`src/rtl/keypad_pkg.sv`:
```
// Shared types, keymap and row-decode helper for the 4x4 keypad scanner.
package keypad_pkg;

    typedef enum logic [1:0] {
        SCAN     = 2'd0,
        DEBOUNCE = 2'd1,
        HELD     = 2'd2
    } state_t;

    typedef struct packed {
        logic       valid;
        logic [1:0] idx;
    } row_hit_t;

    // Indexed [row][col]
    localparam logic [3:0] KEYMAP [4][4] = '{
        '{4'h1, 4'h2, 4'h3, 4'hA},
        '{4'h4, 4'h5, 4'h6, 4'hB},
        '{4'h7, 4'h8, 4'h9, 4'hC},
        '{4'hE, 4'h0, 4'hF, 4'hD}
    };

    // Exactly one row low is a key; all-high or several low rows are rejected.
    function automatic row_hit_t onehot_low_idx(input logic [3:0] rows);
        row_hit_t hit;
        hit.valid = 1'b0;
        hit.idx   = 2'd0;
        case (rows)
            4'b1110: begin hit.valid = 1'b1; hit.idx = 2'd0; end
            4'b1101: begin hit.valid = 1'b1; hit.idx = 2'd1; end
            4'b1011: begin hit.valid = 1'b1; hit.idx = 2'd2; end
            4'b0111: begin hit.valid = 1'b1; hit.idx = 2'd3; end
            default: begin hit.valid = 1'b0; hit.idx = 2'd0; end
        endcase
        return hit;
    endfunction

endpackage

```
`src/rtl/keypad_scanner_sync2.sv`:
```
// Generic two-flop synchronizer; resets to all-ones to match idle pulled-up inputs.
module sync2 #(
    parameter int WIDTH = 4
) (
    input  logic             clk,
    input  logic             reset_n,
    input  logic [WIDTH-1:0] i_d,
    output logic [WIDTH-1:0] o_q
);

    logic [WIDTH-1:0] r_meta;
    logic [WIDTH-1:0] r_sync;

    // Two-stage capture of the asynchronous input
    always_ff @(posedge clk or negedge reset_n) begin
        if (!reset_n) begin
            r_meta <= '1;
            r_sync <= '1;
        end else begin
            r_meta <= i_d;
            r_sync <= r_meta;
        end
    end

    assign o_q = r_sync;

endmodule

```
`src/rtl/keypad_scanner.sv`:
```
// 4x4 matrix keypad scanner: column rotation, press/release debounce, hex encode.
//
//  state    | meaning
//  SCAN     | rotating columns, looking for a single low row at each dwell sample
//  DEBOUNCE | column frozen, counting consecutive samples matching the latched row
//  HELD     | key accepted, column frozen, counting consecutive all-high samples
module keypad_scanner
    import keypad_pkg::*;
#(
    parameter int SCAN_DIV       = 40000,
    parameter int DEBOUNCE_SCANS = 4
) (
    input  logic       clk,
    input  logic       reset_n,
    input  logic [3:0] rows,
    output logic [3:0] cols,
    output logic [3:0] key,
    output logic       key_valid,
    output logic       key_held
);

    localparam int DW = $clog2(SCAN_DIV);
    localparam int CW = $clog2(DEBOUNCE_SCANS + 1);
    localparam logic [DW-1:0] DWELL_LAST = DW'(SCAN_DIV - 1);
    localparam logic [CW-1:0] CNT_TARGET = CW'(DEBOUNCE_SCANS);

    logic [3:0]    w_rows_s;
    logic          w_sample;
    row_hit_t      w_hit;

    logic [DW-1:0] r_dwell;
    state_t        r_state,   w_state_nxt;
    logic [1:0]    r_col_idx, w_col_idx_nxt;
    logic [1:0]    r_row,     w_row_nxt;
    logic [CW-1:0] r_deb,     w_deb_nxt;
    logic [CW-1:0] r_rel,     w_rel_nxt;
    logic [3:0]    r_key,     w_key_nxt;
    logic          r_valid,   w_valid_nxt;
    logic          r_held,    w_held_nxt;
    logic [CW-1:0] w_deb_inc;
    logic [CW-1:0] w_rel_inc;

    sync2 #(.WIDTH(4)) u_sync_rows (
        .clk     (clk),
        .reset_n (reset_n),
        .i_d     (rows),
        .o_q     (w_rows_s)
    );

    assign w_sample  = (r_dwell == DWELL_LAST);
    assign w_hit     = onehot_low_idx(w_rows_s);
    assign w_deb_inc = (r_deb >= CNT_TARGET) ? CNT_TARGET : r_deb + 1'b1;
    assign w_rel_inc = (r_rel >= CNT_TARGET) ? CNT_TARGET : r_rel + 1'b1;

    // Dwell counter: wraps every SCAN_DIV cycles, last count is the sample point
    always_ff @(posedge clk or negedge reset_n) begin
        if (!reset_n) begin
            r_dwell <= '0;
        end else if (w_sample) begin
            r_dwell <= '0;
        end else begin
            r_dwell <= r_dwell + 1'b1;
        end
    end

    // State, column, counters and output registers
    always_ff @(posedge clk or negedge reset_n) begin
        if (!reset_n) begin
            r_state   <= SCAN;
            r_col_idx <= 2'd0;
            r_row     <= 2'd0;
            r_deb     <= '0;
            r_rel     <= '0;
            r_key     <= 4'h0;
            r_valid   <= 1'b0;
            r_held    <= 1'b0;
        end else begin
            r_state   <= w_state_nxt;
            r_col_idx <= w_col_idx_nxt;
            r_row     <= w_row_nxt;
            r_deb     <= w_deb_nxt;
            r_rel     <= w_rel_nxt;
            r_key     <= w_key_nxt;
            r_valid   <= w_valid_nxt;
            r_held    <= w_held_nxt;
        end
    end

    // Next-state and output decode; only acts on dwell sample cycles
    always_comb begin
        w_state_nxt   = r_state;
        w_col_idx_nxt = r_col_idx;
        w_row_nxt     = r_row;
        w_deb_nxt     = r_deb;
        w_rel_nxt     = r_rel;
        w_key_nxt     = r_key;
        w_valid_nxt   = 1'b0;
        w_held_nxt    = r_held;

        if (w_sample) begin
            case (r_state)
                SCAN: begin
                    if (w_hit.valid) begin
                        w_row_nxt = w_hit.idx;
                        // A single required sample accepts on the first sighting
                        if (CNT_TARGET == CW'(1)) begin
                            w_deb_nxt   = CNT_TARGET;
                            w_rel_nxt   = '0;
                            w_key_nxt   = KEYMAP[w_hit.idx][r_col_idx];
                            w_valid_nxt = 1'b1;
                            w_held_nxt  = 1'b1;
                            w_state_nxt = HELD;
                        end else begin
                            w_deb_nxt   = CW'(1);
                            w_state_nxt = DEBOUNCE;
                        end
                    end else begin
                        w_col_idx_nxt = r_col_idx + 2'd1;
                    end
                end
                DEBOUNCE: begin
                    if (w_hit.valid && (w_hit.idx == r_row)) begin
                        w_deb_nxt = w_deb_inc;
                        if (w_deb_inc == CNT_TARGET) begin
                            w_rel_nxt   = '0;
                            w_key_nxt   = KEYMAP[r_row][r_col_idx];
                            w_valid_nxt = 1'b1;
                            w_held_nxt  = 1'b1;
                            w_state_nxt = HELD;
                        end
                    end else begin
                        w_deb_nxt     = '0;
                        w_col_idx_nxt = r_col_idx + 2'd1;
                        w_state_nxt   = SCAN;
                    end
                end
                HELD: begin
                    if (w_rows_s == 4'hF) begin
                        if (w_rel_inc == CNT_TARGET) begin
                            w_rel_nxt     = '0;
                            w_deb_nxt     = '0;
                            w_held_nxt    = 1'b0;
                            w_col_idx_nxt = r_col_idx + 2'd1;
                            w_state_nxt   = SCAN;
                        end else begin
                            w_rel_nxt = w_rel_inc;
                        end
                    end else begin
                        w_rel_nxt = '0;
                    end
                end
                default: begin
                    w_state_nxt = SCAN;
                end
            endcase
        end
    end

    assign cols      = ~(4'b0001 << r_col_idx);
    assign key       = r_key;
    assign key_valid = r_valid;
    assign key_held  = r_held;

endmodule
```
`config.mk`:
```
export PLATFORM = sky130hd
export DESIGN_NAME = keypad_scanner
export DESIGN_NICKNAME = d
export VERILOG_FILES = /design/src/rtl/keypad_pkg.sv /design/src/rtl/keypad_scanner_sync2.sv /design/src/rtl/keypad_scanner.sv
export SDC_FILE = /design/constraint.sdc
export NUM_CORES = 1
export LEC_CHECK = 0
export BUFFER_PORTS_ARGS = -buffer_cell sky130_fd_sc_hd__clkbuf_2
export CAP_MARGIN = 10
export CORE_ASPECT_RATIO = 0.6
export CORE_MARGIN = 5
export CORE_UTILIZATION = 45
export CTS_BUF_LIST = sky130_fd_sc_hd__clkbuf_4 sky130_fd_sc_hd__clkbuf_8 sky130_fd_sc_hd__clkbuf_16
export DETAILED_ROUTE_END_ITERATION = 10
export PLACE_DENSITY = 0.6
export SYNTH_ARGS = -nofsm -noshare
export SYNTH_HDL_FRONTEND = slang
export SYNTH_SLANG_ARGS = --single-unit
```
`constraint.sdc`:
```
create_clock -name clk -period 4 [get_ports clk]
set_input_delay 0.6 -clock clk [delete_from_list [all_inputs] [get_ports clk]]
set_output_delay 0.6 -clock clk [all_outputs]
set_load 0.02 [all_outputs]
```
==> results of run 1 <==
area by class of cell:
cell class	instances	area, µm²	area share [%]
tap	66	82.6	3.20
clock inverter	2	60.1	2.33
timing repair buffer	16	82.6	3.20
multi-input combinational	153	1140	44.2
inverter	19	71.3	2.76
sequential	42	1060	41.1
clock buffer	6	82.6	3.20
kinds of logic after synthesis:
family                     count (synthesis)  share of synthesized area [%]
AOI/OAI and AO/OA                         38                           12.5
xor gates and xnor gates                  17                           6.47
adders and majority gates                 13                           7.07
buffers and inverters                     26                           4.24
DFF                                       42                           46.1
muxes                                     12                           5.82
and+or+nand+nor                           73                           17.8
sequential cells by signal (all words and copies together), names as in the netlist:
register and count:
key 4, r_col_idx 2, r_deb 3, key_held 1
r_state 2, key_valid 1, r_rel 3, r_dwell 16
u_sync_rows.r_meta 4, r_row 2, u_sync_rows.o_q 4
Yosys cell counts (all sizes together), types with 2 or more instances:
cell     n
a211oi   2
nor3     8
xnor2   10
nand2   13
a21oi   13
o211ai   2
xor2     7
dfrtp   34
o21ai    8
or3      4
nand3b   3
mux2i    4
a31oi    2
mux2     8
nand2b   2
inv     19
ha      13
clkbuf   7
and2     2
nor2    12
o311ai   2
nand4    8
and3     2
dfstp    8
nand3    7
nor4     4
metrics by stage:
stage	hold slack (ns)	util, %	instances	worst slack, ns	total power, mW
2_1_floorplan	0.304	-	221	1.57	0.454
3_3_place_gp	0.345	48.8	296	1.50	0.466
3_5_place_dp	0.347	48.8	296	1.46	0.466
4_1_cts	0.360	51.6	304	1.45	0.884
5_1_grt	0.362	51.6	304	1.39	0.909
6_report	0.358	51.6	304	1.44	0.870
power breakdown:
part	total [mW]	switching [mW]	leakage [nW]	internal, mW
Combinational	0.0199	0.0137	0.493	0.00622
Clock	0.412	0.146	0.0714	0.266
Sequential	0.438	0.00589	0.545	0.432
worst register-to-register path, delay by kind of cell (launching register included):
| kind | cells | cell delay [ns] |
|---|---|---|
| flops | 1 | 0.44 |
| mux | 1 | 0.29 |
| simple gates | 3 | 1.38 |
| compound gates | 1 | 0.35 |
worst paths after layout:
check / end / slack (ns) / depth (start not counted)
setup / recovery: r_deb[1]$_DFFE_PN0P_ / 1.44 / 5
hold / removal: u_sync_rows.o_q[0]$_DFF_PN1_ / 0.36 / 0
setup reg to reg: r_deb[1]$_DFFE_PN0P_ / 1.44 / 5
hold reg to reg: u_sync_rows.o_q[0]$_DFF_PN1_ / 0.36 / 0
max in group asynchronous: r_state[1]$_DFFE_PN0P_ / 2.89 / 1
min in group asynchronous: r_state[0]$_DFFE_PN0P_ / 0.47 / 1
metal layers:
metal | GRT usage [%] | wire length [µm]
met2 | 16.9 | 1500
met4 | 4.42 | 26
met1 | 24.5 | 2500
met3 | 3.82 | 220
met5 | 0 | 0
==> run_results.csv, run 1 <==
group,metric,value,unit
synth,synthesis.area,2300,µm²
placement,gp_congestion,0.787,
clocking,path_clk_slew,0.08,ns
setup_path,crit_slowest_cell,"or4_4",
routing,ant_nets,0,
layout,drive_gt1_share,21.0,%
placement,io_buffer_count,15,
placement,dpl_cell_area,2440,µm²
layout,design_area,2580,µm²
synth,ys_seq_area_share,46.1,%
setup_path,worst_ep_required_time,4.18,ns
synth,avgSynthCellArea,10.4,µm²
synth,synth-seq-cells,42,
clocking,worstSkewPairLatency,0.29,ns
floorplan,start_util,46.0,%
setup_path,end_kind,"flop",
synth,ys_types,49,
global_routing,grt_max_degree,43,
sta,fin_crit,2.56,ns
synth,synth-edff-count,0,
power,p_leak,1.11,nW
synth,yosysWarnings,0,
synth,synth_area_leaders,"dfrtp_1 (37%), dfstp_2 (9.1%), ha_1 (7.1%)",
clocking,cts_hold_buf,0,
synth,synth_largest_area_cell,"dfrtp_1",
synth,synth_top_area_share,37.0,%
floorplan,row_count,20,
synth,syn_nets,240,
sta,relSlewSlack,31.3,%
global_routing,grt_antenna_before_repair,0,
floorplan,coreArea,5000,µm²
layout,area.growth.synth_to_final,12.2,%
clocking,cts_buffer_depth,2,
global_routing,track_usage,14.5,%
floorplan,die-area,6690,µm²
layout,final_common_cell,"dfrtp_1",
synth,ys.flop_type,"dfrtp_1",
routing,viasPerCell,5.22,
floorplan,fp.dieH,65.4,µm
clocking,cts_setup_buffers,0,
synth,netlist_instances,221,
setup_path,reg2reg_from,"r_dwell[13]$_DFF_PN0_",
routing,dr.pass1.iters,4,
min_path,hp-start,"u_sync_rows.r_meta[0]$_DFF_PN1_",
routing,drc,0,
sta,setup_tns,0,ns
routing,wl,4260,µm
floorplan,die_w,102,µm
sta,post-route-period-util,64.0,%
layout,nFillCells,453,
placement,dp_hpwl,3140,µm
setup_path,critPathLaunchType,"flop",
setup_path,crit_arrival,2.74,ns
setup_path,crit_path_max_incr_delay,0.59,ns
sta,setup_viol,0,
min_path,hold_class,"flop to flop",
routing,avgRoutedWirePerCell,14.0,µm
power,powerDensity,337,nW/µm²
setup_path,cpLargestDelayFamily,"simple AND/OR/NAND/NOR gates",
floorplan,io_pins,16,
sta,rsz0062_at_grt,"no",
setup_path,worstPathCellList,"or4b_4 > or4_4 > a311oi_4 > and2_4 > mux2_4",
clocking,clockRootBuffer,"clkbuf_8",
run,cap_violations,0,
layout,nets,256,
global_routing,grt_pass1_wl,7510,µm
outcome,status,"finished, final reports clean",
setup_path,critical_path_class,"flop to flop",
layout,antennaDiodeCount,0,
sta,final.setup_skew,0.00960,ns
sta,finalHoldViolations,0,
routing,first_iter_violations,101,
sta,tightest_slew,1.03,ns
clocking,postCtsResizedCells,0,
setup_path,crit_fanout,5,
global_routing,grt_pass1_vias,1479,
layout,final_cell_mix,"dfrtp_1 (34), inv_1 (19), clkbuf_2 (15)",
clocking,cts_tree,"done",
sta,fmax,0.390,GHz
clocking,numCtsBuffers,5,
clocking,htreeDepth,2,
setup_path,critical_path_buf_inv_count,0,
power,ir_drop,0.176,mV
sta,slew_violations,0,
clocking,cts.sinks,42,
global_routing,overflow,0,
routing,vias,1586,
setup_path,critPathLaunch,"r_dwell[13]$_DFF_PN0_",
synth,async_reset_ff_share,100,%
No activity file was read; power rests on OpenSTA's default activity.
==> inputs of run 2 (changes only) <==
ABC_AREA = 1   (was default)
PLACE_DENSITY = 0.63   (was 0.6)
clock period = 2.3 ns   (was 4 ns; I/O delays follow)
==> run 2 against run 1 <==
Against the previous run: combinational power up 120%; first-iteration DRC count grew 33%; critical path depth grew 5; global-route usage up 1.8 points; utilization is 1.5 points higher; clock-buffer cell count unchanged; sequential share of layout area fell by 2.3 points; critical endpoint is now r_deb[2]$_DFFE_PN0P_; largest power group unchanged.
==> run_results.csv, run 2 <==
group,metric,value,unit
layout,final_common_cell,"nand2_1",
sta,setup_slack,0.531,ns
synth,ys.flop_type,"dfrtp_1",
clocking,worstSkewPairLatency,0.30,ns
sta,setup_viol,0,
power,power.switching,294,µW
routing,drc,0,
setup_path,crit_fanout,4,
sta,final.setup_skew,0.00265,ns
power,powerDensity,555,nW/µm²
clocking,htreeDepth,2,
global_routing,grt_antenna_before_repair,0,
synth,synthMuxAreaShare,0,%
routing,ant_nets,0,
power,power_frac_seq,49.7,%
floorplan,coreArea,5150,µm²
synth,synth_top_area_share,35.0,%
floorplan,die-area,7010,µm²
synth,netlist_instances,312,
power,ir_drop,0.211,mV
synth,synth_compound_area_share,6.49,%
sta,relSlewSlack,64.8,%
sta,holdWs,0.0903,ns
synth,yosys.area_share.simple,31.6,%
synth,synth_xor_area_share,2.52,%
sta,fin_crit,1.77,ns
synth,avgSynthCellArea,7.78,µm²
floorplan,row_count,20,
global_routing,grt_pass1_wl,8870,µm
layout,nets,354,
synth,syn_nets,331,
layout,largest_reg_flops,16,
layout,nFillCells,492,
sta,finalHoldViolations,0,
routing,first_iter_violations,134,
sta,slew_violations,0,
synth,ys_types,28,
global_routing,track_usage,16.3,%
synth,synth.most_common_cell,"nand2_1",
outcome,status,"finished, final reports clean",
layout,final_cell_mix,"nand2_1 (80), inv_1 (51), dfrtp_1 (34), nor2_1 (29), nand3_1 (21)",
setup_path,end_kind,"flop",
synth,post_synth_fa_ha_maj_area_fraction,6.70,%
synth,synth_area_leaders,"dfrtp_1 (35%), nand2_1 (12%), dfstp_2 (8.7%)",
routing,wl,5140,µm
layout,final_core_util,53.1,%
clocking,cts_buffer_depth,2,
layout,drive_gt1_share,16.7,%
sta,tightest_slew,0.527,ns
synth,synth_top_family_by_area,"simple AND/OR/NAND/NOR gates",
power,combinationalPowerShare,2.9,%
global_routing,overflow,0,
power,power.share.clock,47.4,%
synth,synthesis.area,2430,µm²
clocking,cts.sinks,42,
layout,area.growth.synth_to_final,12.7,%
clocking,postCtsResizedCells,0,
sta,rsz0062_at_grt,"no",
setup_path,critical_path_class,"flop to flop",
routing,viasPerCell,4.85,
synth,yosysWarnings,0,
placement,gp_congestion,0.805,
synth,async_reset_ff_share,100,%
min_path,hold_class,"input port to asynchronous set/reset pin",
clocking,path_clk_slew,0.08,ns
placement,pre_cts_ws,0.573,ns
synth,ys_seq_area_share,43.7,%
synth,synth-edff-count,0,
clocking,clockRootBuffer,"clkbuf_8",
global_routing,grt_pass1_vias,1802,
setup_path,critPathLaunchType,"flop",
routing,avgRoutedWirePerCell,12.8,µm
synth,ys_top_cells_by_count,"nand2_1 (80), inv_1 (51), dfrtp_1 (34)",
clocking,cts_setup_buffers,0,
routing,vias,1949,
setup_path,crit_arrival,2.01,ns
power,power.share.switching,19.3,%
sta,fmax,0.565,GHz
placement,dp_hpwl,3870,µm
sta,post-route-period-util,76.9,%
floorplan,fp.dieH,66.9,µm
synth,synth_largest_area_cell,"dfrtp_1",
power,internal_power,1.22,mW
run,cap_violations,0,
clocking,numCtsBuffers,5,
layout,largest_register,"r_dwell",
clocking,cts_hold_buf,0,
power,p_leak,1.39,nW
placement,io_buffer_count,15,
floorplan,die_w,105,µm
floorplan,io_pins,16,
routing,dr.pass1.iters,5,
clocking,cts_tree,"done",
sta,setup_tns,0,ns
setup_path,worst_ep_required_time,2.54,ns
layout,antennaDiodeCount,0,
synth,synth-seq-cells,42,
global_routing,grt_max_degree,43,
floorplan,start_util,47.1,%
-- run 2: cell count changes after synthesis, moves of 9 or more --
| cell | change |
|---|---|
| xnor2_1 | -9 |
| nand3_1 | +14 |
| nor2_1 | +17 |
| nand2_1 | +67 |
| inv_1 | +32 |
-- run 2: power by group through the flow --
stage	logic (mW)	registers [mW]	clock network, mW
after floorplan	0.0203	0.767	0
after global placement	0.0450	0.769	0
after detailed placement	0.0453	0.769	0
after CTS	0.0455	0.755	0.741
after global routing	0.0541	0.756	0.777
final	0.0443	0.754	0.719
-- run 2: per-stage QoR --
| step | total power, mW | area [µm²] | instances |
|---|---|---|---|
| after global placement | 0.814 | 2590 | 394 |
| after global routing | 1.59 | 2740 | 402 |
| after detailed placement | 0.814 | 2590 | 394 |
| after floorplan | 0.788 | 2430 | 312 |
| final | 1.52 | 2740 | 402 |
| after CTS | 1.54 | 2740 | 402 |
-- run 2: layout make-up --
class | count | area, µm² | area share [%]
tap | 66 | 82.6 | 3.02
clock buffer | 6 | 82.6 | 3.02
timing repair buffer | 16 | 82.6 | 3.02
multi-input combinational | 212 | 1150 | 42.0
inverter | 58 | 218 | 7.96
sequential | 42 | 1060 | 38.8
clock inverter | 2 | 60.1 | 2.19
-- run 2: metal layers --
metal | part of all wire, % | routed length (µm) | GRT usage (%)
met5 | 0 | 0 | 0
met4 | 1.4 | 72 | 5.26
met3 | 7.0 | 361 | 4.84
met2 | 36 | 1830 | 21.2
met1 | 56 | 2880 | 25.2
-- run 2: worst paths after layout --
path,slack [ns],from,cells past startpoint,to
max,0.53,u_sync_rows.o_q[3]$_DFF_PN1_,10,r_deb[2]$_DFFE_PN0P_
min,0.09,reset_n,2,key_held$_DFFE_PN0P_
max reg2reg,0.53,u_sync_rows.o_q[3]$_DFF_PN1_,10,r_deb[2]$_DFFE_PN0P_
min reg2reg,0.36,u_sync_rows.r_meta[2]$_DFF_PN1_,0,u_sync_rows.o_q[2]$_DFF_PN1_
max in group asynchronous,1.82,reset_n,2,u_sync_rows.r_meta[3]$_DFF_PN1_
min in group clk,0.12,rows[0],1,u_sync_rows.r_meta[0]$_DFF_PN1_
-- run 2: critical path: stages (launching register included) --
cell and delay, ns:
dfstp_2 0.55, nand2_1 0.10, nor2_1 0.23, inv_1 0.13, nand2_1 0.10, nand2_1 0.06
nor2_1 0.17, nand2_1 0.14, inv_1 0.12, nand2_1 0.06, nand2_1 0.06
-- run 2: cell families (layout without fill, tap and decap cells) --
kind of cell	after synthesis	after routing
AO/OA/AOI/OAI	29	29
XOR/XNOR	7	7
buffers and inverters	58	82
AND/OR/NAND/NOR	163	163
adder cells (fa/ha/maj)	13	13
flip-flops	42	42
